$ cat src/rtl/tlb_pkg.sv
// Shared definitions for the TLB instruction sequencer: op codes, FSM states,
// default TLB size and the position of the Index P (probe-failure) bit.
package tlb_pkg;

    localparam int TLB_ENTRIES_DFLT = 16;
    localparam int INDEX_P_BIT      = 31;

    localparam logic [2:0] TLB_OP_NOP   = 3'b000;
    localparam logic [2:0] TLB_OP_TLBR  = 3'b001;
    localparam logic [2:0] TLB_OP_TLBWI = 3'b010;
    localparam logic [2:0] TLB_OP_TLBWR = 3'b011;
    localparam logic [2:0] TLB_OP_TLBP  = 3'b100;

    typedef enum logic [1:0] {
        ST_IDLE = 2'd0,
        ST_EXEC = 2'd1,
        ST_WB   = 2'd2
    } tlb_state_e;

endpackage

$ cat src/rtl/tlb_random_ctr.sv
// CP0 Random register: free-running down-counter that wraps from Wired back to
// the top entry, and is forced to the top entry by a write to Wired.
module tlb_random_ctr #(
    parameter int TLB_ENTRIES = 16,
    parameter int IDX_W       = $clog2(TLB_ENTRIES)
) (
    input  logic             clk,
    input  logic             rst,
    input  logic [IDX_W-1:0] cp0_wired,
    input  logic             wired_wr,
    output logic [IDX_W-1:0] random
);

    localparam logic [IDX_W-1:0] TOP = IDX_W'(TLB_ENTRIES - 1);

    always_ff @(posedge clk or negedge rst) begin
        if (!rst) begin
            random <= TOP;
        end else if (wired_wr || (cp0_wired >= TOP) || (random == cp0_wired)) begin
            random <= TOP;
        end else begin
            random <= random - 1'b1;
        end
    end

endmodule

$ cat src/rtl/tlb_op_ctrl.sv
// TLB instruction sequencer (IDLE -> EXEC -> WB). Optional TLBP multi-hit
// detection is built when TLB_MULTIHIT_CHK_EN is defined.
module tlb_op_ctrl
    import tlb_pkg::*;
#(
    parameter int TLB_ENTRIES = TLB_ENTRIES_DFLT,
    parameter int IDX_W       = $clog2(TLB_ENTRIES)
) (
    input  logic                   clk,
    input  logic                   rst,
    input  logic                   req_valid,
    input  logic [2:0]             req_op,
    output logic                   req_ready,
    input  logic [IDX_W-1:0]       cp0_index,
    input  logic [IDX_W-1:0]       cp0_wired,
    input  logic                   wired_wr,
    output logic [2:0]             tlb_op,
    output logic [TLB_ENTRIES-1:0] line_index_sel,
    output logic [TLB_ENTRIES-1:0] line_random_sel,
    input  logic [TLB_ENTRIES-1:0] tlbp_hit_vec,
    input  logic [31:0]            rd_entryhi,
    input  logic [31:0]            rd_entrylo0,
    input  logic [31:0]            rd_entrylo1,
    output logic                   cp0_index_we,
    output logic [31:0]            cp0_index_wdata,
    output logic                   cp0_entry_we,
    output logic [31:0]            cp0_entryhi_wdata,
    output logic [31:0]            cp0_entrylo0_wdata,
    output logic [31:0]            cp0_entrylo1_wdata,
    output logic [IDX_W-1:0]       random,
    output logic                   busy,
    output logic                   done,
    output logic                   tlbp_multi_hit
);

    tlb_state_e state;
    logic [2:0] op_q;
    logic [2:0] op_norm;

    tlb_random_ctr #(
        .TLB_ENTRIES (TLB_ENTRIES),
        .IDX_W       (IDX_W)
    ) u_random (
        .clk       (clk),
        .rst       (rst),
        .cp0_wired (cp0_wired),
        .wired_wr  (wired_wr),
        .random    (random)
    );

    function automatic logic [2:0] norm_op(input logic [2:0] op);
        case (op)
            TLB_OP_TLBR, TLB_OP_TLBWI, TLB_OP_TLBWR, TLB_OP_TLBP: return op;
            default:                                              return TLB_OP_NOP;
        endcase
    endfunction

    function automatic logic [TLB_ENTRIES-1:0] onehot(input logic [IDX_W-1:0] idx);
        logic [TLB_ENTRIES-1:0] v;
        v      = '0;
        v[idx] = 1'b1;
        return v;
    endfunction

    // Scanning downward leaves the lowest set bit as the final answer.
    function automatic logic [IDX_W-1:0] lowest_hit(input logic [TLB_ENTRIES-1:0] v);
        logic [IDX_W-1:0] idx;
        idx = '0;
        for (int i = TLB_ENTRIES - 1; i >= 0; i--) begin
            if (v[i]) idx = IDX_W'(i);
        end
        return idx;
    endfunction

    assign op_norm = norm_op(req_op);

    always_ff @(posedge clk or negedge rst) begin
        if (!rst) begin
            state              <= ST_IDLE;
            op_q               <= TLB_OP_NOP;
            req_ready          <= 1'b1;
            busy               <= 1'b0;
            done               <= 1'b0;
            tlb_op             <= TLB_OP_NOP;
            line_index_sel     <= '0;
            line_random_sel    <= '0;
            cp0_index_we       <= 1'b0;
            cp0_index_wdata    <= '0;
            cp0_entry_we       <= 1'b0;
            cp0_entryhi_wdata  <= '0;
            cp0_entrylo0_wdata <= '0;
            cp0_entrylo1_wdata <= '0;
        end else begin
            case (state)
                // Accept: selects are decoded now so they are registered for EXEC.
                ST_IDLE: begin
                    if (req_valid) begin
                        state           <= ST_EXEC;
                        op_q            <= op_norm;
                        tlb_op          <= op_norm;
                        line_index_sel  <= (op_norm == TLB_OP_TLBR || op_norm == TLB_OP_TLBWI)
                                           ? onehot(cp0_index) : '0;
                        line_random_sel <= (op_norm == TLB_OP_TLBWR) ? onehot(random) : '0;
                        req_ready       <= 1'b0;
                        busy            <= 1'b1;
                    end
                end
                // End of EXEC: lines commit writes; sample read bus / hit vector.
                ST_EXEC: begin
                    state           <= ST_WB;
                    tlb_op          <= TLB_OP_NOP;
                    line_index_sel  <= '0;
                    line_random_sel <= '0;
                    done            <= 1'b1;
                    if (op_q == TLB_OP_TLBR) begin
                        cp0_entry_we       <= 1'b1;
                        cp0_entryhi_wdata  <= rd_entryhi;
                        cp0_entrylo0_wdata <= rd_entrylo0;
                        cp0_entrylo1_wdata <= rd_entrylo1;
                    end
                    if (op_q == TLB_OP_TLBP) begin
                        cp0_index_we    <= 1'b1;
                        cp0_index_wdata <= (|tlbp_hit_vec) ? 32'(lowest_hit(tlbp_hit_vec))
                                                           : (32'b1 << INDEX_P_BIT);
                    end
                end
                ST_WB: begin
                    state        <= ST_IDLE;
                    done         <= 1'b0;
                    cp0_entry_we <= 1'b0;
                    cp0_index_we <= 1'b0;
                    busy         <= 1'b0;
                    req_ready    <= 1'b1;
                end
                default: state <= ST_IDLE;
            endcase
        end
    end

`ifdef TLB_MULTIHIT_CHK_EN
    logic multi_hit_q;

    // v & (v-1) is nonzero exactly when more than one bit is set.
    always_ff @(posedge clk or negedge rst) begin
        if (!rst) begin
            multi_hit_q <= 1'b0;
        end else begin
            multi_hit_q <= (state == ST_EXEC) && (op_q == TLB_OP_TLBP)
                           && (|(tlbp_hit_vec & (tlbp_hit_vec - TLB_ENTRIES'(1))));
        end
    end

    assign tlbp_multi_hit = multi_hit_q;
`else
    assign tlbp_multi_hit = 1'b0;
`endif

endmodule

$ cat config.mk
export PLATFORM = sky130hd
export DESIGN_NAME = tlb_op_ctrl
export DESIGN_NICKNAME = d
export VERILOG_FILES = /design/src/rtl/tlb_pkg.sv /design/src/rtl/tlb_random_ctr.sv /design/src/rtl/tlb_op_ctrl.sv
export SDC_FILE = /design/constraint.sdc
export NUM_CORES = 1
export LEC_CHECK = 0
export BUFFER_PORTS_ARGS = -buffer_cell sky130_fd_sc_hd__buf_2
export CAP_MARGIN = 20
export CORE_ASPECT_RATIO = 0.8
export CORE_MARGIN = 2
export CORE_UTILIZATION = 50
export CTS_CLUSTER_DIAMETER = 120
export DETAILED_ROUTE_END_ITERATION = 6
export HOLD_SLACK_MARGIN = 0.12
export PLACE_DENSITY_LB_ADDON = 0.3
export SYNTH_ARGS = -nofsm -noshare
export SYNTH_HDL_FRONTEND = slang
export SYNTH_SLANG_ARGS = --single-unit
$ cat constraint.sdc
create_clock -name clk -period 5.8 [get_ports clk]
set_input_delay 0.58 -clock clk [delete_from_list [all_inputs] [get_ports clk]]
set_output_delay 0.58 -clock clk [all_outputs]
set_load 0.02 [all_outputs]
Yosys cells after proc, flatten, opt, wreduce, memory -nomap -nowiden. Index checks and enable logic that the tools add are counted. W data, S select, Z words.

Bits in registers: 177. Input bits: 127. Output and inout bits: 173.

$add $sub $neg: 1. Magnitude comparators: 5. Eq/ne operators: 15. Mux-type cells: 42. Reduce and logical (&&, ||, !) cells: 18.

Operator list (number): $mux W4 (17); $mux W16 (4); $pmux W16 S2 (2); $mux W32 (1); $reduce_or A16 Y1 (1); $reduce_and A2 Y1 (7); $eq A3 B2 Y1 const B (4); $lt A4 B5 Y1 const B (2); $pmux W1 S2 (5); $eq A3 B1 Y1 const B (3); $demux W1 S4 (2); $ge A4 B1 Y1 const B (2); $eq A3 B3 Y1 const B (2); $mux W1 (6); $mux W3 (2); $ne A2 B2 Y1 const B (3); $pmux W3 S2 (1); $reduce_bool A2 Y1 (3); $eq A4 B4 Y1 (1); $ge A4 B4 Y1 const B (1); $pmux W2 S2 (1); $reduce_or A4 Y1 (1); $sub A4 B1 Y4 const B (1); $logic_or A1 B1 Y1 (3); 5 further kinds (6).

Depth between registers and ports, before layout. Gate-level depths: netlist of the first run.

Depth after elaboration: 17. Gate-level depth with buffers: 9.

By module. A second synthesis of the first run with hierarchy kept.

Cell total of the unflattened synthesis: 483. Area total of the unflattened synthesis: 6254.7 um^2.

Modules (own cells, without submodules): tlb_op_ctrl (times used 1, cells each 463, area each 6030.8 um^2); tlb_random_ctr (times used 1, cells each 20, area each 224.0 um^2).

Worst setup path after synthesis of the first run. OpenSTA, ideal clock, no wires.

Path kind: reg-to-reg. Start: reg state[1]. End: reg cp0_entrylo0_wdata[0]. Setup time: 128 ps. Arrival time: 1911 ps. Setup slack: 3761 ps. Cell stages (with the launch flop): 8. Period minus slack after synthesis: 2039 ps. Path through: dfrtp_1 inv_1 ha_1 inv_2 nor4b_4 buf_2 buf_4 mux2_1.

Cells in the longest elaborated chain, start to end: 2.

RTL lines: start: declaration (RTL line tlb_op_ctrl.sv:36) `tlb_state_e state;`; start signal: assignment (RTL line tlb_op_ctrl.sv:79) `state <= ST_IDLE;`; start signal: assignment (RTL line tlb_op_ctrl.sv:98) `state <= ST_EXEC;`; start signal: assignment (RTL line tlb_op_ctrl.sv:110) `state <= ST_WB;`; $eq A2 B1 Y1 (RTL line tlb_op_ctrl.sv:94) `case (state)`; $reduce_and A2 Y1 (no line); end signal: assignment (RTL line tlb_op_ctrl.sv:118) `cp0_entrylo0_wdata <= rd_entrylo0;`; end: declaration (RTL line tlb_op_ctrl.sv:28) `output logic [31:0] cp0_entrylo0_wdata,`.

No other way between the ends. A chain may end at the register's enable or synchronous reset.

Final worst setup path of the first run.
Start: reg state[1]. End: reg cp0_entrylo1_wdata[4].

Cells in the longest elaborated chain, start to end: 2.

RTL lines: $eq A2 B1 Y1 (RTL line tlb_op_ctrl.sv:94); $reduce_and A2 Y1 (no line); end signal: assignment (RTL line tlb_op_ctrl.sv:119) `cp0_entrylo1_wdata <= rd_entrylo1;`; end: declaration (RTL line tlb_op_ctrl.sv:29) `output logic [31:0] cp0_entrylo1_wdata,`.

No other way between the ends.

==> results of run 1 <==
-- through the flow --
step	setup slack, ns	area, µm²	hold slack [ns]
after floorplan	3.76	6340	0.284
after global placement	3.12	7630	0.454
after detailed placement	3.04	7630	0.459
after CTS	3.04	8300	0.275
after global routing	2.89	8320	0.313
final	3.05	8320	0.233
-- report_power, final --
part	leakage [nW]	total [mW]	switching (mW)	internal (mW)
Sequential	1.88	1.65	0.209	1.44
Combinational	2.06	1.69	1.02	0.672
Clock	0.314	1.22	0.422	0.796
-- final cells by class --
| type | count | share of cell area [%] |
|---|---|---|
| Sequential cell | 150 | 45.2 |
| Inverter | 10 | 0.451 |
| Clock inverter | 12 | 2.39 |
| Timing Repair Buffer | 274 | 17.0 |
| Clock buffer | 20 | 5.61 |
| Multi-Input combinational cell | 302 | 27.1 |
| Tap cell | 152 | 2.28 |
-- sequential cells by signal (all words and copies together) (netlist names) --
name and flops:
req_ready 1, done 1, cp0_entrylo0_wdata 32, cp0_entrylo1_wdata 32, tlb_op 3, line_index_sel 16, cp0_index_we 1, op_q 3
busy 1, line_random_sel 16, cp0_index_wdata 5, cp0_entry_we 1, u_random.random 4, cp0_entryhi_wdata 32, state 2
-- cells by family (layout without fill, tap and decap cells) --
logic type | after synthesis | in the layout | share of synthesized area [%]
AOI/OAI and AO/OA | 63 | 63 | 6.19
xor gates and xnor gates | 7 | 7 | 0.982
adders and majority gates | 8 | 8 | 1.60
buffers and inverters | 55 | 316 | 5.31
DFF | 150 | 150 | 60.2
muxes | 97 | 97 | 17.5
other | 1 | 28 | 0.0601
and+or+nand+nor | 99 | 99 | 8.16
-- metal layers --
| metal | GRT usage [%] | part of all wire (%) | up-vias |
|---|---|---|---|
| li1 | - | - | 2183 |
| met1 | 27.7 | 39 | 2310 |
| met2 | 41.1 | 53 | 170 |
| met3 | 7.20 | 7.1 | 16 |
| met4 | 6.68 | 1.1 | 0 |
| met5 | 0 | 0 | - |
-- cell usage after synthesis (all sizes together) (2+ instances only) --
cell type / instances / area share, %
nor2b: 3 / 0.30
or4: 2 / 0.24
dfrtp: 145 / 58
o21ai: 35 / 2.8
nor3b: 5 / 0.60
nand2: 48 / 2.9
nor2: 9 / 0.54
nor3: 7 / 0.56
nand3b: 4 / 0.48
nand3: 5 / 0.40
a32o: 4 / 0.64
nor4b: 4 / 0.80
mux2: 96 / 17
inv: 10 / 0.60
a21o: 3 / 0.36
clkbuf: 2 / 0.12
buf: 43 / 4.6
nor4: 5 / 0.50
dfstp: 5 / 2.1
a22o: 4 / 0.56
a21oi: 9 / 0.72
xnor2: 7 / 0.98
ha: 8 / 1.6
and3: 2 / 0.20
-- worst max-delay path by stage --
stage / from / end / slack, ns / cells after the start
after floorplan: state[1]$_DFFE_PN0P_ / cp0_entrylo0_wdata[0]$_DFFE_PN0P_ / 3.76 / 7
after global placement: state[0]$_DFFE_PN0P_ / line_random_sel[10]$_DFFE_PN0P_ / 3.12 / 6
after detailed placement: state[1]$_DFFE_PN0P_ / line_random_sel[10]$_DFFE_PN0P_ / 3.04 / 6
after CTS: state[1]$_DFFE_PN0P_ / line_random_sel[10]$_DFFE_PN0P_ / 3.04 / 6
after global routing: state[1]$_DFFE_PN0P_ / cp0_entrylo1_wdata[4]$_DFFE_PN0P_ / 2.89 / 6
final: state[1]$_DFFE_PN0P_ / cp0_entrylo1_wdata[4]$_DFFE_PN0P_ / 3.05 / 6
-- critical path: stages, from the launching register on --
cell,delay (ns)
sky130_fd_sc_hd__dfrtp_1,0.41
sky130_fd_sc_hd__inv_1,0.10
sky130_fd_sc_hd__ha_1,0.31
sky130_fd_sc_hd__inv_2,0.17
sky130_fd_sc_hd__nor4b_4,0.72
sky130_fd_sc_hd__buf_12,0.44
sky130_fd_sc_hd__mux2_2,0.40
==> impl_results.html, run 1 <==
<table>
<tr><th>Metric</th><th>Value</th></tr>
<tr><th colspan="2">Worst setup path</th></tr>
<tr><td>Data arrival time at the worst-slack endpoint</td><td>3.04 ns</td></tr>
<tr><td>Flop-to-flop setup slack</td><td>3.05 ns</td></tr>
<tr><td>Crit path required time</td><td>6.09 ns</td></tr>
<tr><td>Reg2reg path depth</td><td>6</td></tr>
<tr><td>Worst Setup Path Type</td><td>flop to flop</td></tr>
<tr><td>Worst reg2reg path startpoint</td><td>state[1]$_DFFE_PN0P_</td></tr>
<tr><td>Maximum net fanout on the critical path</td><td>89</td></tr>
<tr><td>Element type at the critical path start</td><td>flop</td></tr>
<tr><td>Capture instance of the worst register-to-register path</td><td>cp0_entrylo1_wdata[4]$_DFFE_PN0P_</td></tr>
<tr><td>Critical Path Sink Type</td><td>flop</td></tr>
<tr><th colspan="2">Clock network</th></tr>
<tr><td>H-tree levels</td><td>4</td></tr>
<tr><td>Clock sink total</td><td>150</td></tr>
<tr><td>Worst-Skew Late Latency</td><td>0.42 ns</td></tr>
<tr><td>Clock root cell</td><td>sky130_fd_sc_hd__clkbuf_16</td></tr>
<tr><td>CTS tree</td><td>yes</td></tr>
<tr><td>Clock transition at the registers of the reported paths</td><td>0.06 ns</td></tr>
<tr><td>Number of clock buffers inserted by TritonCTS</td><td>17</td></tr>
<tr><td>Buffers inserted by post-CTS timing repair</td><td>0</td></tr>
<tr><td>Maximum root-to-sink buffer count</td><td>2</td></tr>
<tr><td>Count of hold-fix buffers inserted at cts</td><td>0</td></tr>
<tr><td>Post-CTS sizing</td><td>0</td></tr>
<tr><th colspan="2">Routing</th></tr>
<tr><td>Aggregate routed wire length</td><td>15.6 mm</td></tr>
<tr><td>Number of iterations in the first detailed-routing pass</td><td>4</td></tr>
<tr><td>Violation count after the first detailed-route iteration</td><td>246</td></tr>
<tr><td>Drt wl/cell</td><td>16.9 µm</td></tr>
<tr><td>Post-detailed-route DRC marker count</td><td>0</td></tr>
<tr><td>Via/cell ratio</td><td>5.09</td></tr>
<tr><td>Routed vias</td><td>4679</td></tr>
<tr><td>ANT nets after route</td><td>0</td></tr>
<tr><th colspan="2">Logic synthesis</th></tr>
<tr><td>Ys async rst share</td><td>100%</td></tr>
<tr><td>Number of synthesized flops with an enable pin</td><td>0</td></tr>
<tr><td>Register bit total from synthesis</td><td>150</td></tr>
<tr><td>Sequential-to-total area share from yosys stat</td><td>60.2%</td></tr>
<tr><td>Top FF cell, synth</td><td>sky130_fd_sc_hd__dfrtp_1</td></tr>
<tr><td>Cell count after synthesis</td><td>480</td></tr>
<tr><td>Count of unique library cells instantiated by Yosys</td><td>45</td></tr>
<tr><td>YS warnings</td><td>0</td></tr>
<tr><td>Netlist area before placement</td><td>0.00624 mm²</td></tr>
<tr><td>Post-synthesis average cell area</td><td>13.0 µm²</td></tr>
<tr><th colspan="2">Global routing</th></tr>
<tr><td>GRT Total Usage</td><td>23.4%</td></tr>
<tr><td>Maximum number of pins on one net before global-route repair</td><td>98</td></tr>
<tr><td>Global-route wire length before repair</td><td>24.4 mm</td></tr>
<tr><td>Overflow left after global routing</td><td>0</td></tr>
<tr><td>Number of antenna violations at the first check in global routing</td><td>0</td></tr>
<tr><td>Vias in the first global route</td><td>4646</td></tr>
<tr><th colspan="2">Timing</th></tr>
<tr><td>Unrepaired setup endpoints after global routing</td><td>false</td></tr>
<tr><td>Least-Margin Pin Slew</td><td>0.854 ns</td></tr>
<tr><td>Count of endpoints failing hold in the final timing report</td><td>0</td></tr>
<tr><td>Final-report setup violation count</td><td>0</td></tr>
<tr><td>Highest Clock Rate</td><td>364 MHz</td></tr>
<tr><td>Sum Neg Setup Slack</td><td>0 ns</td></tr>
<tr><td>Final critical delay including setup and external delays</td><td>2.75 ns</td></tr>
<tr><td>Final period utilization</td><td>47.4%</td></tr>
<tr><td>Total count of max-transition violations in the final report</td><td>0</td></tr>
<tr><td>Worst max-slew margin expressed relative to the limit</td><td>43.0%</td></tr>
<tr><td>Final clock skew</td><td>0.00735 ns</td></tr>
<tr><th colspan="2">Run status</th></tr>
<tr><td>Outcome</td><td>complete, no violations</td></tr>
<tr><th colspan="2">Cells and area</th></tr>
<tr><td>Most used cells in the layout excluding fill and tap cells</td><td>sky130_fd_sc_hd__buf_2 (270), sky130_fd_sc_hd__dfrtp_1 (145), sky130_fd_sc_hd__mux2_2 (78), sky130_fd_sc_hd__nand2_1 (48), sky130_fd_sc_hd__o21ai_0 (34)</td></tr>
<tr><td>Number of antenna diodes</td><td>0</td></tr>
<tr><td>Share of post-route cells with drive strength above 1</td><td>50.9%</td></tr>
<tr><td># fillers</td><td>918</td></tr>
<tr><td>Util after Layout</td><td>68.4%</td></tr>
<tr><td>Area Overhead vs Synth</td><td>33.3%</td></tr>
<tr><td>Net count of the finished layout</td><td>890</td></tr>
<tr><td>Number of cells in the finished layout apart from fillers</td><td>920</td></tr>
<tr><td>Multi-input gate area</td><td>0.00225 mm²</td></tr>
<tr><td>Most common library cell in the layout ignoring fill and taps</td><td>sky130_fd_sc_hd__buf_2</td></tr>
<tr><td>Storage cell area</td><td>0.00376 mm²</td></tr>
<tr><th colspan="2">Placement</th></tr>
<tr><td>Port Buffer Count</td><td>271</td></tr>
<tr><td>Placed wire-length estimate</td><td>11.4 mm</td></tr>
<tr><td>Cells after DPL</td><td>887</td></tr>
<tr><td>GP Congestion</td><td>0.889</td></tr>
<tr><th colspan="2">Floorplan</th></tr>
<tr><td>Die Height</td><td>104 µm</td></tr>
<tr><td>Area of the placeable core</td><td>0.0122 mm²</td></tr>
<tr><td>I/O pin count</td><td>300</td></tr>
<tr><td>Initial Util</td><td>51.3%</td></tr>
<tr><td>Number of placement rows</td><td>36</td></tr>
<tr><td>Die Area</td><td>0.0134 mm²</td></tr>
<tr><td>Die width</td><td>129 µm</td></tr>
<tr><th colspan="2">Pwr</th></tr>
<tr><td>VDD IR max</td><td>0.000273 V</td></tr>
<tr><td>Leakage dissipation</td><td>4.26 nW</td></tr>
<tr><td>Power, Total</td><td>4.56 mW</td></tr>
<tr><td>Cell area power density</td><td>548 mW/mm²</td></tr>
<tr><th colspan="2">Job</th></tr>
<tr><td>Number of maximum-capacitance violations</td><td>0</td></tr>
<tr><th colspan="2">Hold path</th></tr>
<tr><td>Class of the tightest hold or removal check</td><td>input pin to async pin</td></tr>
</table>
No activity file was read; power rests on OpenSTA's default activity.
==> inputs of run 2 (changes only) <==
Settings changed: CORE_UTILIZATION 50 to 42.
Clock period 5.8 ns to 2.3 ns, I/O delays scaled along.
==> run 2 against run 1 <==
  * Wire length increased by 12%
  * Die area grew 18%
  * Sequential share of layout area fell by 5.1 points
  * Clock power up 110%
  * First-iteration DRC count shrank 22%
  * Worst setup slack got worse by 2.9 ns
  * Total power increased by 150%
  * Maximum frequency grew 31%
  * Flip-flop and latch count stayed put
  * Combinational power grew to 2.6 times the previous value
  * Cell count increased by 15%
  * Via count grew 11%
  * Critical path type unchanged
  * Largest cell class unchanged
  * Highest routed layer unchanged
==> impl_results.html, run 2 (synthesis gave the netlist of run 1 again) <==
<table>
<tr><th>Metric</th><th>Value</th></tr>
<tr><th colspan="2">Global routing</th></tr>
<tr><td>Vias in the first global route</td><td>5419 (+17%)</td></tr>
<tr><td>Global-route wire length before repair</td><td>27.7 mm (+14%)</td></tr>
<tr><td>Overflow left after global routing</td><td>0 (unchanged)</td></tr>
<tr><td>Number of antenna violations at the first check in global routing</td><td>0 (unchanged)</td></tr>
<tr><td>GRT Total Usage</td><td>22.2% (-1.3 points)</td></tr>
<tr><td>Maximum number of pins on one net before global-route repair</td><td>58 (-41%)</td></tr>
<tr><th colspan="2">Worst setup path</th></tr>
<tr><td>Element type at the critical path start</td><td>flop</td></tr>
<tr><td>Reg2reg path depth</td><td>7 (+1)</td></tr>
<tr><td>CP Buf/Inv Count</td><td>4 (+1)</td></tr>
<tr><td>Critical-path top delay cell</td><td>sky130_fd_sc_hd__dfrtp_1</td></tr>
<tr><td>Worst setup path end</td><td>cp0_entrylo0_wdata[13]$_DFFE_PN0P_</td></tr>
<tr><td>Critical Path Sink Type</td><td>flop</td></tr>
<tr><td>Critical Path Max Stage Delay</td><td>0.40 ns (-0.32 ns)</td></tr>
<tr><td>Worst reg2reg path startpoint</td><td>state[1]$_DFFE_PN0P_</td></tr>
<tr><td>Critical path, cell by cell</td><td>inv_1 &gt; ha_2 &gt; inv_2 &gt; nor4b_4 &gt; buf_12 &gt; buf_4 &gt; mux2_2</td></tr>
<tr><td>Crit path required time</td><td>2.60 ns (-3.49 ns)</td></tr>
<tr><td>Stages on the worst setup path</td><td>7 (+1)</td></tr>
<tr><td>Worst Setup Path Type</td><td>flop to flop</td></tr>
<tr><td>Data arrival time at the worst-slack endpoint</td><td>2.40 ns (-0.64 ns)</td></tr>
<tr><td>Flop-to-flop setup slack</td><td>0.20 ns (-2.86 ns)</td></tr>
<tr><td>Capture instance of the worst register-to-register path</td><td>cp0_entrylo0_wdata[13]$_DFFE_PN0P_</td></tr>
<tr><td>Maximum net fanout on the critical path</td><td>22 (-75%)</td></tr>
<tr><td>Family of cells with the greatest summed delay on the critical path</td><td>buffers and inverters</td></tr>
<tr><td>CP startpoint</td><td>state[1]$_DFFE_PN0P_</td></tr>
<tr><th colspan="2">Pwr</th></tr>
<tr><td>Cell area power density</td><td>1200 mW/mm² (+120%)</td></tr>
<tr><td>Total internal power</td><td>6.98 mW (+140%)</td></tr>
<tr><td>Combinational cell fraction of total power</td><td>39.6% (+2.5 points)</td></tr>
<tr><td>VDD IR max</td><td>0.000548 V (+100%)</td></tr>
<tr><td>Proportion of power drawn by flip-flops and latches</td><td>37.2% (+1.0 points)</td></tr>
<tr><td>Clock share of power</td><td>23.2% (-3.5 points)</td></tr>
<tr><td>Net load switching power</td><td>4.30 mW (+160%)</td></tr>
<tr><td>Net Sw Frac</td><td>38.1% (+1.9 points)</td></tr>
<tr><td>Leakage dissipation</td><td>4.70 nW (+10%)</td></tr>
<tr><th colspan="2">Routing</th></tr>
<tr><td>Violation count after the first detailed-route iteration</td><td>193 (-22%)</td></tr>
<tr><td>Number of iterations in the first detailed-routing pass</td><td>4 (unchanged)</td></tr>
<tr><td>Routed vias</td><td>5176 (+11%)</td></tr>
<tr><td>Via/cell ratio</td><td>4.87 (-4.2%)</td></tr>
<tr><td>Aggregate routed wire length</td><td>17.5 mm (+12%)</td></tr>
<tr><td>Drt wl/cell</td><td>16.5 µm (-2.7%)</td></tr>
<tr><td>Post-detailed-route DRC marker count</td><td>0 (unchanged)</td></tr>
<tr><td>ANT nets after route</td><td>0 (unchanged)</td></tr>
<tr><th colspan="2">Placement</th></tr>
<tr><td>Port Buffer Count</td><td>271 (unchanged)</td></tr>
<tr><td>Post-placement setup slack</td><td>0.117 ns (-2.92 ns)</td></tr>
<tr><td>Cells after DPL</td><td>930 (+4.8%)</td></tr>
<tr><td>Post-detailed-placement cell area</td><td>0.00780 mm² (+2.3%)</td></tr>
<tr><td>Placed wire-length estimate</td><td>11.8 mm (+3.2%)</td></tr>
<tr><td>GP Congestion</td><td>0.837 (-5.8%)</td></tr>
<tr><th colspan="2">Cells and area</th></tr>
<tr><td>Most used cells in the layout excluding fill and tap cells</td><td>sky130_fd_sc_hd__buf_2 (270), sky130_fd_sc_hd__dfrtp_1 (145), sky130_fd_sc_hd__dlygate4sd3_1 (100), sky130_fd_sc_hd__mux2_2 (78), sky130_fd_sc_hd__nand2_1 (48)</td></tr>
<tr><td>Area Overhead vs Synth</td><td>50.1%</td></tr>
<tr><td>Post-route cell area</td><td>0.00937 mm² (+13%)</td></tr>
<tr><td>Number of antenna diodes</td><td>0 (unchanged)</td></tr>
<tr><td># fillers</td><td>1084 (+18%)</td></tr>
<tr><td>Largest regs</td><td>cp0_entryhi_wdata: 32 flops, cp0_entrylo0_wdata: 32 flops, cp0_entrylo1_wdata: 32 flops</td></tr>
<tr><td>Most common library cell in the layout ignoring fill and taps</td><td>sky130_fd_sc_hd__buf_2</td></tr>
<tr><td>Net count of the finished layout</td><td>1000 (+12%)</td></tr>
<tr><td>Share of post-route cells with drive strength above 1</td><td>45.9% (-5.0 points)</td></tr>
<tr><td>Number of cells in the finished layout apart from fillers</td><td>1062 (+15%)</td></tr>
<tr><th colspan="2">Floorplan</th></tr>
<tr><td>Die Height</td><td>113 µm (+8.8%)</td></tr>
<tr><td>Area of the placeable core</td><td>0.0144 mm² (+18%)</td></tr>
<tr><td>Number of placement rows</td><td>39 (+8.3%)</td></tr>
<tr><td>Die width</td><td>140 µm (+8.8%)</td></tr>
<tr><td>Initial Util</td><td>43.4% (-8.0 points)</td></tr>
<tr><td>I/O pin count</td><td>300 (unchanged)</td></tr>
<tr><td>Die Area</td><td>0.0159 mm² (+18%)</td></tr>
<tr><th colspan="2">Timing</th></tr>
<tr><td>Total count of max-transition violations in the final report</td><td>0 (unchanged)</td></tr>
<tr><td>Final clock skew</td><td>0.00912 ns (+0.00177 ns)</td></tr>
<tr><td>Unrepaired setup endpoints after global routing</td><td>false</td></tr>
<tr><td>Post-layout worst setup margin</td><td>0.195 ns (-2.86 ns)</td></tr>
<tr><td>Highest Clock Rate</td><td>475 MHz (+31%)</td></tr>
<tr><td>Count of endpoints failing hold in the final timing report</td><td>0 (unchanged)</td></tr>
<tr><td>Worst max-slew margin expressed relative to the limit</td><td>65.0% (+22 points)</td></tr>
<tr><td>Final critical delay including setup and external delays</td><td>2.10 ns (-0.643 ns)</td></tr>
<tr><td>Final-report setup violation count</td><td>0 (unchanged)</td></tr>
<tr><td>Least-Margin Pin Slew</td><td>0.518 ns (-0.336 ns)</td></tr>
<tr><td>Sum Neg Setup Slack</td><td>0 ns (unchanged)</td></tr>
<tr><td>Final period utilization</td><td>91.5% (+44 points)</td></tr>
<tr><td>Final hold slack</td><td>0.156 ns (-0.0768 ns)</td></tr>
<tr><th colspan="2">Job</th></tr>
<tr><td>Number of maximum-capacitance violations</td><td>0 (unchanged)</td></tr>
<tr><th colspan="2">Clock network</th></tr>
<tr><td>Maximum root-to-sink buffer count</td><td>2 (unchanged)</td></tr>
<tr><td>H-tree levels</td><td>4 (unchanged)</td></tr>
<tr><td>CTS tree</td><td>yes</td></tr>
<tr><td>Buffers inserted by post-CTS timing repair</td><td>0 (unchanged)</td></tr>
<tr><td>Number of clock buffers inserted by TritonCTS</td><td>17 (unchanged)</td></tr>
<tr><td>Clock transition at the registers of the reported paths</td><td>0.06 ns (about the same)</td></tr>
<tr><td>Clock root cell</td><td>sky130_fd_sc_hd__clkbuf_16</td></tr>
<tr><td>Worst-Skew Late Latency</td><td>0.42 ns (about the same)</td></tr>
<tr><td>Clock sink total</td><td>150 (unchanged)</td></tr>
<tr><th colspan="2">Run status</th></tr>
<tr><td>Outcome</td><td>complete, no violations</td></tr>
<tr><th colspan="2">Hold path</th></tr>
<tr><td>Class of the tightest hold or removal check</td><td>input pin to flop</td></tr>
</table>
-- run 2: cell types whose count changed in the layout (fill, tap and decap cells not counted), sizes merged, moves of 4 or more --
cell,delta
buf,+10
dlygate4sd3,+100
clkinv,+4
bufinv,-4
inv,+4
-- run 2: worst reg2reg max path, cell delays in order (launching register included) --
cell and delay, ns:
sky130_fd_sc_hd__dfrtp_1 0.40, sky130_fd_sc_hd__inv_1 0.09, sky130_fd_sc_hd__ha_2 0.27, sky130_fd_sc_hd__inv_2 0.07, sky130_fd_sc_hd__nor4b_4 0.35, sky130_fd_sc_hd__buf_12 0.16
sky130_fd_sc_hd__buf_4 0.27, sky130_fd_sc_hd__mux2_2 0.38
-- run 2: worst min-delay path by stage --
stage | depth (start not counted) | startpoint | end
3_5_place_dp | 1 | rst | line_index_sel[12]$_DFFE_PN0P_
3_3_place_gp | 1 | rst | line_index_sel[12]$_DFFE_PN0P_
5_1_grt | 3 | cp0_index[1] | line_index_sel[11]$_DFFE_PN0P_
2_1_floorplan | 0 | rst | busy$_DFFE_PN0P_
4_1_cts | 4 | wired_wr | u_random.random[2]$_DFF_PN1_
6_report | 4 | wired_wr | u_random.random[2]$_DFF_PN1_
-- run 2: power groups by stage --
stage / clock network [mW] / registers (mW) / logic (mW)
floorplan: 0 / 5.34 / 1.55
global placement: 0 / 4.15 / 4.20
detailed placement: 0 / 4.22 / 4.31
CTS: 2.68 / 4.17 / 4.45
global route: 2.81 / 4.32 / 4.75
finish: 2.62 / 4.20 / 4.46
-- run 2: per-layer routing --
| metal | track usage [%] | share of wire, % | vias up |
|---|---|---|---|
| met2 | 40.7 | 53 | 205 |
| met4 | 7.27 | 1.8 | 0 |
| li1 | - | - | 2405 |
| met5 | 0 | 0 | - |
| met3 | 5.88 | 6.9 | 24 |
| met1 | 25.3 | 38 | 2542 |
-- run 2: through the flow --
| step | total power, mW | utilization [%] |
|---|---|---|
| final | 11.3 | 65.1 |
| after global routing | 11.9 | 65.1 |
| after CTS | 11.3 | 65.1 |
| after detailed placement | 8.52 | 54.2 |
| after global placement | 8.36 | 54.2 |
| after floorplan | 6.89 | - |
-- run 2: cell type report --
cell class	instances	area, µm²	area share [%]
clock inverters	14	123	1.31
inverters	10	37.5	0.400
well taps	184	230	2.46
clock buffers	18	439	4.68
flip-flops and latches	150	3760	40.1
multi-input cells	302	2260	24.1
repair buffers	384	2520	26.9
-- run 2: repair_timing --
action,4_1_cts,5_1_grt
setup endpoints to repair,0,12
hold buffers,100,0
resized for setup,0,2
endpoints found under the hold margin,148,0
